File: config.mk
export PLATFORM = sky130hd
export DESIGN_NAME = ex_mem_stage
export DESIGN_NICKNAME = d
export VERILOG_FILES = /design/src/rtl/ex_mem_stage.sv
export SDC_FILE = /design/constraint.sdc
export NUM_CORES = 1
export LEC_CHECK = 0
export ABC_AREA = 1
export BUFFER_PORTS_ARGS = -buffer_cell sky130_fd_sc_hd__buf_2
export CAP_MARGIN = 20
export CELL_PAD_IN_SITES_DETAIL_PLACEMENT = 0
export CELL_PAD_IN_SITES_GLOBAL_PLACEMENT = 1
export CORE_MARGIN = 2
export CORE_UTILIZATION = 41
export DETAILED_ROUTE_END_ITERATION = 16
export HOLD_SLACK_MARGIN = 0.15
export PLACE_DENSITY = 0.9
export REMOVE_ABC_BUFFERS = 1
export SYNTH_ARGS = -nofsm -noshare
export SYNTH_HDL_FRONTEND = slang
export SYNTH_SLANG_ARGS = --single-unit
File: constraint.sdc
create_clock -name clock -period 2.1 [get_ports clock]
set_clock_uncertainty 0.1 [all_clocks]
set_input_delay 0.42 -clock clock [delete_from_list [all_inputs] [get_ports clock]]
set_output_delay 0.42 -clock clock [all_outputs]
set_load 0.02 [all_outputs]
File: src/rtl/ex_mem_stage.sv
// EX->MEM pipeline register with a 2-entry skid buffer and valid/ready on both sides.
// Optional stall counter output enabled by defining EX_MEM_STALL_CNT_EN.
module ex_mem_stage #(
    parameter int DATA_W = 32,
    parameter int RD_W   = 6,
    parameter int CTRL_W = 5
) (
    input  logic              clock,
    input  logic              reset_n,
    input  logic              flush,
    input  logic              in_valid,
    output logic              in_ready,
    input  logic [DATA_W-1:0] alu_in,
    input  logic [DATA_W-1:0] rt_in,
    input  logic [RD_W-1:0]   rd_in,
    input  logic [DATA_W-1:0] pc_add_in,
    input  logic [CTRL_W-1:0] ctrl_in,
    output logic              out_valid,
    input  logic              out_ready,
    output logic [DATA_W-1:0] alu_out,
    output logic [DATA_W-1:0] rt_out,
    output logic [DATA_W-1:0] pc_add_out,
    output logic [RD_W-1:0]   rd_out,
    output logic [CTRL_W-1:0] ctrl_out
`ifdef EX_MEM_STALL_CNT_EN
    ,
    output logic [15:0]       stall_cnt
`endif
);

    typedef struct packed {
        logic [DATA_W-1:0] alu;
        logic [DATA_W-1:0] rt;
        logic [RD_W-1:0]   rd;
        logic [DATA_W-1:0] pc_add;
        logic [CTRL_W-1:0] ctrl;
    } beat_t;

    typedef enum logic [1:0] {
        EMPTY = 2'd0,
        ONE   = 2'd1,
        FULL  = 2'd2
    } state_t;

    state_t state;
    state_t state_n;
    beat_t  main_q;
    beat_t  skid_q;
    beat_t  in_beat;
    logic   in_fire;
    logic   out_fire;
    logic   load_main;
    logic   main_from_skid;
    logic   load_skid;

    assign in_beat = '{
        alu:    alu_in,
        rt:     rt_in,
        rd:     rd_in,
        pc_add: pc_add_in,
        ctrl:   ctrl_in
    };

    assign out_valid = (state != EMPTY);
    assign in_fire   = in_valid & in_ready;
    assign out_fire  = out_valid & out_ready;

    always_comb begin
        state_n        = state;
        load_main      = 1'b0;
        main_from_skid = 1'b0;
        load_skid      = 1'b0;
        unique case (state)
            EMPTY: begin
                if (in_fire) begin
                    state_n   = ONE;
                    load_main = 1'b1;
                end
            end
            ONE: begin
                if (in_fire && !out_fire) begin
                    state_n   = FULL;
                    load_skid = 1'b1;
                end else if (!in_fire && out_fire) begin
                    state_n = EMPTY;
                end else if (in_fire && out_fire) begin
                    load_main = 1'b1;
                end
            end
            FULL: begin
                if (out_fire) begin
                    state_n        = ONE;
                    load_main      = 1'b1;
                    main_from_skid = 1'b1;
                end
            end
            default: state_n = EMPTY;
        endcase
        // Flush wins over any transfer on the same edge; stale data is harmless.
        if (flush) begin
            state_n   = EMPTY;
            load_main = 1'b0;
            load_skid = 1'b0;
        end
    end

    always_ff @(posedge clock or negedge reset_n) begin
        if (!reset_n) begin
            state    <= EMPTY;
            in_ready <= 1'b1;
        end else begin
            state    <= state_n;
            in_ready <= (state_n != FULL);
        end
    end

    always_ff @(posedge clock or negedge reset_n) begin
        if (!reset_n) begin
            main_q <= '0;
            skid_q <= '0;
        end else begin
            if (load_main) begin
                main_q <= main_from_skid ? skid_q : in_beat;
            end
            if (load_skid) begin
                skid_q <= in_beat;
            end
        end
    end

    assign alu_out    = main_q.alu;
    assign rt_out     = main_q.rt;
    assign rd_out     = main_q.rd;
    assign pc_add_out = main_q.pc_add;
    assign ctrl_out   = out_valid ? main_q.ctrl : '0;

`ifdef EX_MEM_STALL_CNT_EN
    // Counts source-side stall cycles; survives flush, only reset clears it.
    always_ff @(posedge clock or negedge reset_n) begin
        if (!reset_n) begin
            stall_cnt <= '0;
        end else if (in_valid && !in_ready && stall_cnt != 16'hFFFF) begin
            stall_cnt <= stall_cnt + 16'd1;
        end
    end
`endif

endmodule

# After elaboration in Yosys (flattened, before gate mapping)
# Cells that the tools add are included.
word_totals:
  reg_bits: 217
  input_bits: 112
  output_inout_bits: 109
  word_cells: 43
op_classes:
  eq_ne: 3
  muxes: 19
  n_bitwise: 2
  reduce_logical: 7
ops:
  columns: ["operator", "count"]
  rows:
  - ["$mux 107", 1]
  - ["$mux 1", 10]
  - ["$mux 2", 5]
  - ["$pmux 2 s3", 1]
  - ["$mux 5", 1]
  - ["$logic_and 1x1->1", 3]
  - ["$pmux 1 s3", 1]
  - ["$and 1x1->1", 2]
  - ["$eq 2x1->1 const B", 1]
  - ["$eq 2x2->1 const B", 1]
  - ["$logic_not 1->1", 2]
  - ["$logic_not 2->1", 1]
  - ["$ne 2x2->1 const B", 1]
  - ["$reduce_bool 2->1", 1]

# Depth between registers and ports, before layout
logic_depth:
  depth_word: 8
  ltp_mapped: 9

# Least setup slack after synthesis
# OpenSTA, ideal clock, no wires.
synth_path:
  kind: "register -> register"
  startpoint: "reg in_ready"
  endpoint: "reg main_q, in the netlist rt_out[10]"
  setup_ns: 0.065
  arrival_ns: 1.414
  setup_slack_ns: 0.521
  stages_incl_launch_ff: 9
  path_buffers: 2
  period_less_slack_ns: 1.579
  cell_sequence: "dfstp_2 -> nand2_1 -> nand2_1 -> inv_2 -> nor2_4 -> buf_4 -> buf_4 -> nand3_1 -> nand2_1"
synth_between:
  elab_chain_cells: 7
synth_rtl:
  columns: ["element", "line_no", "source"]
  rows:
  - ["start: declaration", "12", "output logic in_ready,"]
  - ["start signal: assignment", "113", "in_ready <= (state_n != FULL);"]
  - ["$and 1x1->1 (*)", "65", "assign in_fire = in_valid & in_ready;"]
  - ["$logic_and 1x1->1 or $logic_not 1->1 (tied branches)", "86, 84", null]
  - ["$mux 1 or $logic_and 1x1->1 (tied branches)", "86, 84", null]
  - ["$mux 1", "84", "end else if (!in_fire && out_fire) begin"]
  - ["$mux 1", "81", "if (in_fire && !out_fire) begin"]
  - ["$pmux 1 s3 (*)", "73", "unique case (state)"]
  - ["$mux 1 (*)", "100", "if (flush) begin"]
  - ["end signal: assignment", "123", "main_q <= main_from_skid ? skid_q : in_beat;"]
  - ["end: declaration", "47", "beat_t main_q;"]
# Mark *: on every way between the ends. The rest lies on a longest branch, timed or not.
# A chain may end at the register's enable or synchronous reset.

# Final worst setup path
layout_path:
  startpoint: "reg state[1]"
  endpoint: "out out_valid"
layout_between:
  elab_chain_cells: 1
layout_rtl:
  columns: ["element", "line_no", "source"]
  rows:
  - ["start: declaration", "45", "state_t state;"]
  - ["start signal: assignment", "112", "state <= state_n;"]
  - ["$reduce_bool 2->1", "64", "assign out_valid = (state != EMPTY);"]
  - ["end: declaration", "18", "output logic out_valid,"]
# Every way passes these cells.

==> results_dict.tcl <==
set metrics [dict create \
    core_area_um2 26700 \
    max_freq_mhz 501 \
    worstMarginPinSlew_ns 0.603 \
    start_util_pct 41.5 \
    synth_edf_count 0 \
    netlist.area_leader.share_pct 48.7 \
    path_max_fanout 6 \
    synthFlopType "dfrtp_1" \
    synth_fa_ha_area_share_pct 0 \
    grtUsageTotal_pct 21.0 \
    area_growth_pct 22.7 \
    avgSynthCellArea_um2 7.81 \
    status "finished clean" \
    finalMaxSlewViolations 0 \
    synth.area.top_cells "dfrtp_1, nand2_1, buf_4, nand4_1, nand3_1" \
    cp-end-kind "output port" \
    rr_worst_depth 6 \
    ioPinCount 221 \
    ctsLongestPathBuffers 3 \
    yosys.area_share.simple_pct 30.1 \
    synth-seq-area-share_pct 49.0 \
    cts_hold_buffers 109 \
    cts_buffers 25 \
    drt_first_pass_iters 7 \
    cp_cell_sequence "nor2_4, inv_1, buf_2" \
    synth.area.mux_share_pct 0 \
    drt_iter0_drc 844 \
    hold_path_depth 4 \
    multi_input_area_um2 3910 \
    antenna_found_initial 0 \
    powerDensity_nw_per_um2 968 \
    crit_type "reg2out" \
    leakagePower_uw 0.00759 \
    timing.rr.start "state[1]" \
    required_ns 1.58 \
    fp.dieArea_um2 28400 \
    ant_nets 0 \
    peakVddDrop_mv 0.702 \
    cts_sinks 217 \
    maxCapViolCount 0 \
    slew_headroom_pct 59.8 \
    drc 0 \
    cts_root_buf "clkbuf_16" \
    worstHoldPathType "in2reg" \
    drive_gt1_share_pct 18.2 \
    critical_path_cell_count 3 \
    gp_congestion 0.758 \
    endpoint "out_valid" \
    critPathBufInv 2 \
    synth_xor_area_share_pct 0 \
    startpoint_type "register" \
    post_cts_buffers 0 \
    wl_per_cell_um 15.3 \
    viasPerCell 4.99 \
    crit_arrival_ns 1.48 \
    dpl.hpwl_mm 16.9 \
    drt-total-wl_mm 29.9 \
    synthCells 1421 \
    grt_setup_unrepaired "false" \
    clk_latency_ns 0.51 \
    slowest_stage "dfrtp_4" \
    hold_slack_ns 0.236 \
    port_buffers 220 \
    yosys_warnings 0 \
    synth_seq_cells 217 \
    dp_cells 1801 \
    yosysTopAreaCell "dfrtp_1" \
    timing.critical_path.from "state[1]" \
    final_cells 1952 \
    reg2reg_to "pc_add_out[27]" \
    fillers 2486 \
    tns_ns 0 \
    path_clk_slew_ns 0.06 \
    yosysUniqueCellTypes 18 \
    cts_tree "built" \
    finalHoldViolCount 0 \
    h-tree-depth 1 \
    cts_resized 0 \
    nets 1708 \
    dieWidth_um 168 \
    fin_crit_ns 2.00 \
    chipHeight_um 168 \
    path_delay_family "flip-flops" \
    regArea_um2 5440 \
    cp_slowest_stage_delay_ns 0.52 \
    synth-compound-area-share_pct 4.96 \
    synth_common_cells "nand2_1, dfrtp_1, inv_1, buf_4" \
    grt_pass1_wl_mm 49.2 \
    synth_top_family_by_area "simple AND/OR/NAND/NOR gates" \
    num_rows 60 \
    finalCritPeriodShare_pct 95.1 \
    vias 9741 \
    grt_max_degree 125 \
    yosysMostFrequentCell "nand2_1" \
    syn_area_um2 11100 \
    async_flop_share_pct 100 \
    grt_pass1_vias 9440 \
    setup_viol 0 \
    gr-total-overflow 0 \
    r2r_setup_slack_ns 0.22 \
]
sequential cells by signal, indices dropped and copies added, names as in the netlist:
register	count
rd_out	6
state	2
pc_add_out	32
rt_out	32
alu_out	32
skid_q	107
in_ready	1
main_q	5
cell type report:
cell class | instances | area share, %
antenna | 1 | 0.0184
clock buffer | 35 | 5.24
clock inverter | 6 | 0.772
inverter | 120 | 3.33
multi-input combinational | 878 | 28.7
sequential | 217 | 39.9
tap | 341 | 3.14
timing repair buffer | 354 | 18.9
how the worst min path moves through the flow:
stage,start,to,slack (ns)
6_report,in_valid,in_ready,0.24
2_1_floorplan,reset_n,alu_out[0],0.02
4_1_cts,in_valid,in_ready,0.21
3_5_place_dp,reset_n,pc_add_out[14],0.29
5_1_grt,in_valid,in_ready,0.25
3_3_place_gp,reset_n,skid_q[19],0.31
placed cells by master (no fill, tap or decap):
cell           netlist  routed
clkbuf_16            0      25
buf_4              112      12
buf_2               68     218
nand2_4              0       1
inv_2                3       2
nand3_1            107     107
nand2_1            539     539
clkbuf_1            20       5
dlygate4sd3_1        0     109
inv_1              117     117
dfrtp_1            216     215
nand4_1            107     107
buf_8                0       1
dfrtp_4              0       1
clkbuf_8             0       5
diode_2              0       1
nor2_4               3       3
nor2_1               8       8
buf_12               0      14
clkinv_2             0       3
o21ai_1             14      14
nand3_4              1       3
o21ai_0             96      96
dfstp_2              1       1
bufinv_16            0       3
inv_4                0       1
through the flow:
step | instance area [µm²] | util [%] | total power [µW] | worst slack [ns]
finish | 13600 | 50.9 | 13200 | 0.103
global route | 13600 | 50.9 | 14000 | 0.0221
CTS | 13600 | 50.9 | 13300 | 0.0832
detailed placement | 11700 | 43.8 | 8680 | 0.273
global placement | 11700 | 43.8 | 8600 | 0.281
floorplan | 9770 | - | 7440 | -2.91
kinds of logic after synthesis:
| family | after synthesis |
|---|---|
| simple gates | 768 |
| buf+inv | 326 |
| flops | 217 |
| compound gates | 110 |
worst reg2reg max path, delay by kind of cell (launching register included):
family | cells | cell delay (ns)
buffers and inverters | 2 | 0.78
AND/OR/NAND/NOR | 4 | 0.48
flip-flops | 1 | 0.47
layer usage:
layer  vias up  GRT usage [%]  share of wire (%)
li1       4754              -                  -
met1      4584           29.1                 45
met4         0           4.84                1.7
met2       353           34.9                 47
met5         -              0                  0
met3        50           3.37                6.9
report_power, final:
group          leakage (µW)  internal (µW)  switching (µW)
clock              0.000404           2710            1690
sequential          0.00273           5220             577
combinational       0.00446           1120            1870
No activity file was read; power rests on OpenSTA's default activity.
